**src/rtl/text_line_cache.sv**
```systemverilog
// Ping-pong text line cache: fills one row of character codes from char memory while the other row is displayed.
// Optional attribute bit (inverse video) is enabled by defining TLC_ATTR_EN.
module text_line_cache #(
  parameter int FONT_W   = 15,
  parameter int FONT_H   = 21,
  parameter int SCREEN_W = 640,
  parameter int SCREEN_H = 480,
  parameter int MEM_LAT  = 1
) (
  input  logic        clk,
  input  logic        rst,
  input  logic        en,
  input  logic [9:0]  px_x,
  input  logic [8:0]  px_y,
  input  logic        eof,
  output logic [12:0] mem_addr,
  input  logic [7:0]  mem_data,
  output logic [6:0]  char_code,
  output logic        char_inv,
  output logic        off_limits,
  output logic        busy,
  output logic        overrun
);

  localparam int COLS = SCREEN_W / FONT_W;
  localparam int ROWS = SCREEN_H / FONT_H;
  localparam int IW   = $clog2(COLS);
  localparam int LW   = (MEM_LAT > 1) ? $clog2(MEM_LAT) : 1;
`ifdef TLC_ATTR_EN
  localparam int BUF_W = 8;
`else
  localparam int BUF_W = 7;
`endif

  typedef enum logic [1:0] {S_IDLE, S_ISSUE, S_DRAIN, S_SWAP} state_t;

  state_t            state_q, state_d;
  logic [12:0]       col_q, col_d;
  logic [12:0]       base_q, base_d;
  logic [4:0]        row_q, row_d;
  logic [LW-1:0]     lat_q, lat_d;
  logic              bank_q, bank_d;
  logic [12:0]       addr_hold_q, addr_hold_d;
  logic [9:0]        prev_x_q, prev_x_d;
  logic              overrun_q, overrun_d;
  logic [6:0]        char_code_q, char_code_d;
  logic              char_inv_q, char_inv_d;
  logic              off_limits_q, off_limits_d;
  logic              vld_q [MEM_LAT];
  logic              vld_d [MEM_LAT];
  logic [IW-1:0]     idx_q [MEM_LAT];
  logic [IW-1:0]     idx_d [MEM_LAT];
  logic [BUF_W-1:0]  line_buf_q [2][COLS];
  logic [BUF_W-1:0]  line_buf_d [2][COLS];

  logic [9:0]  cell_x;
  logic [8:0]  y_row;
  logic [8:0]  y_mod;
  logic        row_trig;
  logic        trig;
  logic [4:0]  trig_row;
  logic        busy_w;
  logic        flush;
  logic [12:0] issue_addr;
  logic        wr_en;
  logic [IW-1:0] wr_idx;
  logic [BUF_W-1:0] wr_data;
  logic        unused_bits;

  assign cell_x     = px_x / 10'(FONT_W);
  assign y_row      = px_y / 9'(FONT_H);
  assign y_mod      = px_y % 9'(FONT_H);
  assign busy_w     = (state_q != S_IDLE);
  assign issue_addr = base_q + col_q;

  // Row trigger fires once on the rising edge into the horizontal blank of a cell's last scanline.
  assign row_trig = (px_x == 10'(SCREEN_W)) && (prev_x_q != 10'(SCREEN_W)) &&
                    (y_mod == 9'(FONT_H - 1)) && (y_row < 9'(ROWS - 1));
  assign trig     = en && (eof || row_trig);
  assign trig_row = eof ? 5'd0 : 5'(y_row + 9'd1);

  assign wr_en   = vld_q[MEM_LAT-1];
  assign wr_idx  = idx_q[MEM_LAT-1];
  assign wr_data = mem_data[BUF_W-1:0];
`ifdef TLC_ATTR_EN
  assign unused_bits = 1'b0;
`else
  assign unused_bits = mem_data[7];
`endif

  always_comb begin
    state_d     = state_q;
    col_d       = col_q;
    base_d      = base_q;
    row_d       = row_q;
    lat_d       = lat_q;
    bank_d      = bank_q;
    addr_hold_d = addr_hold_q;
    flush       = 1'b0;
    if (state_q == S_ISSUE)
      addr_hold_d = issue_addr;
    if (!en) begin
      state_d = S_IDLE;
      flush   = 1'b1;
    end else if (busy_w && eof) begin
      // Abandon the partial fill; the fill bank is simply overwritten by the restart.
      state_d = S_ISSUE;
      base_d  = '0;
      col_d   = '0;
      row_d   = '0;
      flush   = 1'b1;
    end else begin
      case (state_q)
        S_IDLE: begin
          if (trig) begin
            state_d = S_ISSUE;
            row_d   = trig_row;
            base_d  = 13'(trig_row) * 13'(COLS);
            col_d   = '0;
          end
        end
        S_ISSUE: begin
          col_d = col_q + 13'd1;
          if (col_q == 13'(COLS - 1)) begin
            state_d = S_DRAIN;
            lat_d   = '0;
          end
        end
        S_DRAIN: begin
          if (lat_q == LW'(MEM_LAT - 1))
            state_d = S_SWAP;
          else
            lat_d = lat_q + 1'b1;
        end
        S_SWAP: begin
          bank_d  = ~bank_q;
          state_d = S_IDLE;
        end
        default: state_d = S_IDLE;
      endcase
    end
  end

  always_comb begin
    vld_d[0] = (state_q == S_ISSUE) && !flush;
    idx_d[0] = col_q[IW-1:0];
    for (int i = 1; i < MEM_LAT; i++) begin
      vld_d[i] = vld_q[i-1] && !flush;
      idx_d[i] = idx_q[i-1];
    end
    line_buf_d = line_buf_q;
    if (wr_en)
      line_buf_d[~bank_q][wr_idx] = wr_data;
  end

  always_comb begin
    prev_x_d     = px_x;
    overrun_d    = overrun_q;
    if ((px_x == 10'd0) && (prev_x_q != 10'd0) && busy_w && (9'(row_q) == y_row))
      overrun_d = 1'b1;
    off_limits_d = !en || (px_x >= 10'(COLS * FONT_W)) || (px_y >= 9'(ROWS * FONT_H));
    char_code_d  = '0;
    char_inv_d   = 1'b0;
    if (!off_limits_d && (cell_x < 10'(COLS))) begin
      char_code_d = line_buf_q[bank_q][cell_x[IW-1:0]][6:0];
`ifdef TLC_ATTR_EN
      char_inv_d  = line_buf_q[bank_q][cell_x[IW-1:0]][7];
`endif
    end
  end

  always_ff @(posedge clk or posedge rst) begin
    if (rst) begin
      state_q      <= S_IDLE;
      col_q        <= '0;
      base_q       <= '0;
      row_q        <= '0;
      lat_q        <= '0;
      bank_q       <= 1'b0;
      addr_hold_q  <= '0;
      prev_x_q     <= '0;
      overrun_q    <= 1'b0;
      char_code_q  <= '0;
      char_inv_q   <= 1'b0;
      off_limits_q <= 1'b1;
      for (int i = 0; i < MEM_LAT; i++) begin
        vld_q[i] <= 1'b0;
        idx_q[i] <= '0;
      end
      for (int b = 0; b < 2; b++)
        for (int c = 0; c < COLS; c++)
          line_buf_q[b][c] <= '0;
    end else begin
      state_q      <= state_d;
      col_q        <= col_d;
      base_q       <= base_d;
      row_q        <= row_d;
      lat_q        <= lat_d;
      bank_q       <= bank_d;
      addr_hold_q  <= addr_hold_d;
      prev_x_q     <= prev_x_d;
      overrun_q    <= overrun_d;
      char_code_q  <= char_code_d;
      char_inv_q   <= char_inv_d;
      off_limits_q <= off_limits_d;
      vld_q        <= vld_d;
      idx_q        <= idx_d;
      line_buf_q   <= line_buf_d;
    end
  end

  assign mem_addr   = (state_q == S_ISSUE) ? issue_addr : addr_hold_q;
  assign char_code  = char_code_q;
  assign char_inv   = char_inv_q;
  assign off_limits = off_limits_q;
  assign busy       = busy_w;
  assign overrun    = overrun_q;

endmodule

```
**config.mk**
```make
export PLATFORM = sky130hd
export DESIGN_NAME = text_line_cache
export DESIGN_NICKNAME = d
export VERILOG_FILES = /design/src/rtl/text_line_cache.sv
export SDC_FILE = /design/constraint.sdc
export NUM_CORES = 2
export LEC_CHECK = 0
export ABC_AREA = 1
export CAP_MARGIN = 20
export CORE_ASPECT_RATIO = 1.4
export CORE_MARGIN = 2
export CORE_UTILIZATION = 45
export CTS_CLUSTER_SIZE = 20
export DETAILED_ROUTE_END_ITERATION = 8
export PLACE_DENSITY_LB_ADDON = 0.2
export RECOVER_POWER = 100
export SYNTH_ARGS = -nofsm -noshare
export SYNTH_HDL_FRONTEND = slang
export SYNTH_SLANG_ARGS = --single-unit
```
**constraint.sdc**
```tcl
create_clock -name clk -period 56.8 [get_ports clk]
set_input_delay 17.04 -clock clk [delete_from_list [all_inputs] [get_ports clk]]
set_output_delay 17.04 -clock clk [all_outputs]
set_load 0.1 [all_outputs]
```
== Word level (Yosys, flattened, before mapping) ==
Index checks and enable logic that the tools add are counted.
Storage, ports and cells
  latch bits: 0
  register bits: 662
  input bits: 31
  ROM bits: 0
  word-level logic and storage cells: 199
  memories: 0
  memory bits (writable): 0
  output and inout port bits: 24
Cells by class
  muxes and demuxes: 34
  eq/ne operators: 13
  bitwise gates (word level): 6
  $mul: 1
  div/mod/pow operators: 3
  shift-type cells: 0
  reduce and logical (&&, ||, !) cells: 31
  add/subtract/negate cells: 4
  magnitude comparators: 10
Operator list (number)
  $mux 294: 4
  $bwmux 588: 1
  $demux 294 s1: 1
  $mux 13: 6
  $bmux 7 s6: 1
  $demux 7 s6: 1
  $mux 7: 4
  $pmux 13 s2: 1
  $mux 5: 4
  $ge 7x7->1 const B: 2
  $not 6->7: 2
  $add 13x1->13 const B: 1
  $add 13x13->13: 1
  $eq 13x6->1 const B: 1
  $logic_and 1x1->1: 12
  $ne 4x4->1 const B: 3
  $reduce_and 3->1: 4
  $div 10x4->10 const B: 1
  $eq 10x10->1 const B: 1
  $ge 10x10->1 const B: 1
  $logic_not 10->1: 1
  $lt 10x6->1 const B: 1
  $mul 5x5->10 const B: 1
  $mux 2: 5
  other kinds (28): 42

== Depth between registers and ports, before layout ==
  depth after elaboration: 10
  gate-level depth with buffers: 49
  mapped depth without buffers: 48

== Worst setup path after synthesis ==
No wires, ideal clock.
  path type: input-to-reg
  start: input port px_y[5]
  end: register base_q[10]
  path buffers: 1
  stages on the path: 44
  setup slack: 34.675 ns
  arrival: 22.051 ns
  cell sequence: inv_2 nand2_2 nand2_2 nand2_4 nand2_4 nand2_1 nand2_1 inv_2 nand2_2 nand2_1 nand2_2 nand3_4 nand2_2 nand2_2 nor2_2 nand3_2 nand3_1 nand2_4 [8 not listed] nand2_1 nand3_2 buf_6 ha_1 inv_1 nor2_1 nand2_1 a21oi_1 ha_1 ha_1 ha_1 nand2_1 o21ai_0 a21oi_1 nor2_1 nor3_1 or3b_2 o21ai_2
On the way
  word-level cells in the longest chain between the ends: 8
  elaborated cells on any way between the ends: 16
Ends and longest elaborated chain
  from (decl): RTL line 14  | input logic [8:0] px_y,
  branches (longest 8 deep; another with $mul 5x5->10)
  to (signal assigned): RTL line 196  | base_q <= base_d;
  to (decl): RTL line 39  | logic [12:0] base_q, base_d;
Parallel ways; which one is timed is not known. The select of a mux whose other input is x is not followed.
A chain may end at the register's enable or synchronous reset.

== Final worst setup path ==
  start: input port px_x[6]
  end: register char_code_q[5] (netlist: char_code[5])
On the way
  word-level cells in the longest chain between the ends: 6
  elaborated cells on any way between the ends: 12
Ends and longest elaborated chain
  from (decl): RTL line 13  | input logic [9:0] px_x,
  $div 10x4->10 or $ge 10x10->1 (tied branches): RTL line 70, 161
  $not 6->7 (not written as such) or $logic_or 1x1->1 (tied branches): RTL line 165, 161
  $bmux 7 s6 or $logic_or 1x1->1 (tied branches): RTL line 165, 161
  $mux 7 (not written as such) or $logic_not 1->1 (tied branches): RTL line 165, 164
  $mux 7 (not written as such) or $logic_and 1x1->1 (tied branches): RTL line 165, 164
  $mux 7 *: RTL line 164  | if (!off_limits_d && (cell_x < 10'(COLS))) begin
  named net char_code_d[5]: RTL line 46  | logic [6:0] char_code_q, char_code_d;
  to (signal assigned): RTL line 203  | char_code_q <= char_code_d;
  to (decl): RTL line 46
The timed path passes the listed nets; every way through them passes the cells marked *. The select of a mux whose other input is x is not followed.

==> flow_metrics.env <==
export IMPL_avgRoutedWirePerCell_um=17.6
export IMPL_drc=0
export IMPL_cts_made_buffers=68
export IMPL_die_w_um=234
export IMPL_placed_area_um2=34000
export IMPL_drt_iter0_drc=2242
export IMPL_finalWorstSetupSlack_ns=25.51
export IMPL_viasPerCell=5.34
export IMPL_gp_congestion=0.836
export IMPL_grt_pass1_wl_mm=150
export IMPL_post_cts_buffers=0
export IMPL_syn_area_um2=33200
export IMPL_p_leak_nw=18.4
export IMPL_r2r_cells=12
export IMPL_cts_path_max_buffers=3
export IMPL_fill_cells=7440
export IMPL_cpPeakStageDelay_ns=2.42
export IMPL_cts_root_buf="clkbuf_16"
export IMPL_yosysSeqAreaShare_pct=49.4
export IMPL_syn_avg_cell_area_um2=7.53
export IMPL_hold_buffers=0
export IMPL_fin_total_pwr_mw=1.55
export IMPL_crit_slowest_cell="clkbuf_1"
export IMPL_hp_class="flop to flop"
export IMPL_finish_utilization_pct=49.4
export IMPL_min_path_cells=2
export IMPL_required_ns=57.28
export IMPL_period_share_pct=55.1
export IMPL_fin_cells=5270
export IMPL_vias=28200
export IMPL_start_util_pct=45.6
export IMPL_status="finished, violations left"
export IMPL_synthToLayoutAreaGrowth_pct=8.45
export IMPL_final_setup_skew_ns=0.0251
export IMPL_portBuffers=52
export IMPL_htree_levels=3
export IMPL_cts_tree="yes"
export IMPL_grt_use_total_pct=24.8
export IMPL_irDropWorstVdd_v=0.0000469
export IMPL_rrSetupSlack_ns=52.75
export IMPL_fmax_mhz=32.0
export IMPL_finalHoldViolations=0
export IMPL_worstSetupPathType="input pin to flop"
export IMPL_fin_nets=4338
export IMPL_die_h_um=325
export IMPL_wirelength_mm=92.9
export IMPL_reg2reg_to="char_code[6]"
export IMPL_final_max_slew_violation_count=1433
export IMPL_syn_num_nets=4480
export IMPL_grt_pass1_vias=27100
export IMPL_insertion_delay_ns=0.62
export IMPL_ys_seq_elements=656
export IMPL_grt_antenna_before_repair=1
export IMPL_max_slew_worst_pin_slew_ns=9.04
export IMPL_slew_headroom_pct=-502
export IMPL_drv_cap=20
export IMPL_startpoint="px_x[6]"
export IMPL_ios=55
export IMPL_min_period_ns=31.29
export IMPL_power_density_nw_per_um2=42.9
export IMPL_whs_ns=0.468
export IMPL_postSynthCellCount=4410
export IMPL_placed_cells=5149
export IMPL_die_area_um2=76000
export IMPL_drive_above_1_share_pct=4.89
export IMPL_synth_edf_count=0
export IMPL_overflow=0
export IMPL_r2r_start="bank_q"
export IMPL_grt_max_degree=181
export IMPL_min_to="addr_hold_q[10]"
export IMPL_cts_resized=0
export IMPL_async_reset_ff_share_pct=100
export IMPL_hp_start="addr_hold_q[10]"
export IMPL_drtAntennaViolNets=0
export IMPL_final_area_um2=36000
export IMPL_arrival_ns=31.77
export IMPL_yosysUniqueCellTypes=51
export IMPL_ys_warn_count=0
export IMPL_rsz0062_at_grt="no"
export IMPL_tns_ns=0
export IMPL_core_rowCount=117
export IMPL_cts_clk_slew_worst_paths_ns=0.06
export IMPL_dp_final_hpwl_mm=53.9
export IMPL_violations="capacitance limit, slew limit"
export IMPL_synthFlopType="dfrtp_1"
export IMPL_drt_pass1_iter_count=5
export IMPL_setup_viol=0
export IMPL_cp_max_fo=60
export IMPL_worstSetupEndpointType="flop"
export IMPL_dp_slack_ns=31.85
export IMPL_cts_sinks=656
export IMPL_startpoint_type="input pin"
export IMPL_cpMostUsedCell="nand2_1"
export IMPL_core_area_um2=72900
cell usage after synthesis (all sizes together) (3+ instances only):
cell type  count  area [µm²]
o21bai         3        48.8
a21oi         32         186
nor2         262        1020
inv          149         559
buf           68         403
or2           11        68.8
clkbuf       231         867
o21ai        711        3590
o211ai        11        82.6
nand3        408        2110
nand2       1728        6630
nor3          16        80.1
mux2i         10         100
nand4         19         119
nor4           9        56.3
xnor2          7        61.3
xor2          15         131
a31oi          3        18.8
o31ai          4        30.0
dfrtp        655       16400
ha            37         463
critical path, delay by kind of cell:
kind / cells / cell delay, ns
compound gates: 5 / 2.04
simple gates: 21 / 6.70
buf+inv: 4 / 5.88
layer usage:
layer / share of wire (%) / vias up / GRT usage, %
met5: 0.014 / - / 0
met4: 3.5 / 2 / 9.25
met3: 5.0 / 170 / 2.91
met2: 49 / 714 / 42.1
met1: 43 / 13300 / 32.4
li1: - / 14000 / -
cell usage in the layout (no fill, tap or decap), drive strengths merged, types with 18 or more instances in the layout:
cell type       n
a21oi          32
clkbuf        113
clkinv         18
dfrtp         655
dlygate4sd3    43
ha             37
inv           145
nand2        1728
nand3         408
nand4          19
nor2          262
o21ai         711
power by group:
group / total (mW) / switching, mW / internal [mW] / leakage (nW)
Sequential: 0.528 / 0.0272 / 0.501 / 6.14
Combinational: 0.560 / 0.404 / 0.156 / 11.2
Clock: 0.458 / 0.192 / 0.266 / 1.13
kinds of logic (layout without fill, tap and decap cells):
group	count (synthesis)	count (layout)	share of synthesized area, %
mux	10	10	0.301
flops	656	656	49.4
xor+xnor	22	22	0.580
compound gates	771	771	12.1
other cells	1	2	0.0113
buf+inv	450	357	5.53
fa+ha+maj	39	39	1.51
simple gates	2461	2461	30.5
layout make-up:
class	instances	area (µm²)	share of cell area (%)
inverter	151	583	1.62
timing repair buffer	87	748	2.08
clock buffer	95	2020	5.60
multi-input combinational	3304	14800	41.1
antenna	1	2.50	0.00695
clock inverter	24	236	0.656
sequential	656	16400	45.6
tap	952	1190	3.31
sequential cells by signal (all words and copies together), names as in the netlist:
signal and count:
overrun 1, char_code 7, state_q 2, vld_q 1, idx_q 6, off_limits 1
base_q 8, addr_hold_q 13, col_q 13, line_buf_q 588, row_q 5, prev_x_q 10
bank_q 1
worst max-delay path by stage:
stage	end	slack [ns]	cells after the start
2_1_floorplan	addr_hold_q[0]	21.38	1
5_1_grt	char_code[5]	24.83	30
6_report	char_code[5]	25.51	30
4_1_cts	char_code[6]	32.51	33
3_3_place_gp	char_code[6]	31.83	33
3_5_place_dp	char_code[6]	31.85	33
No activity file was read; power rests on OpenSTA's default activity.
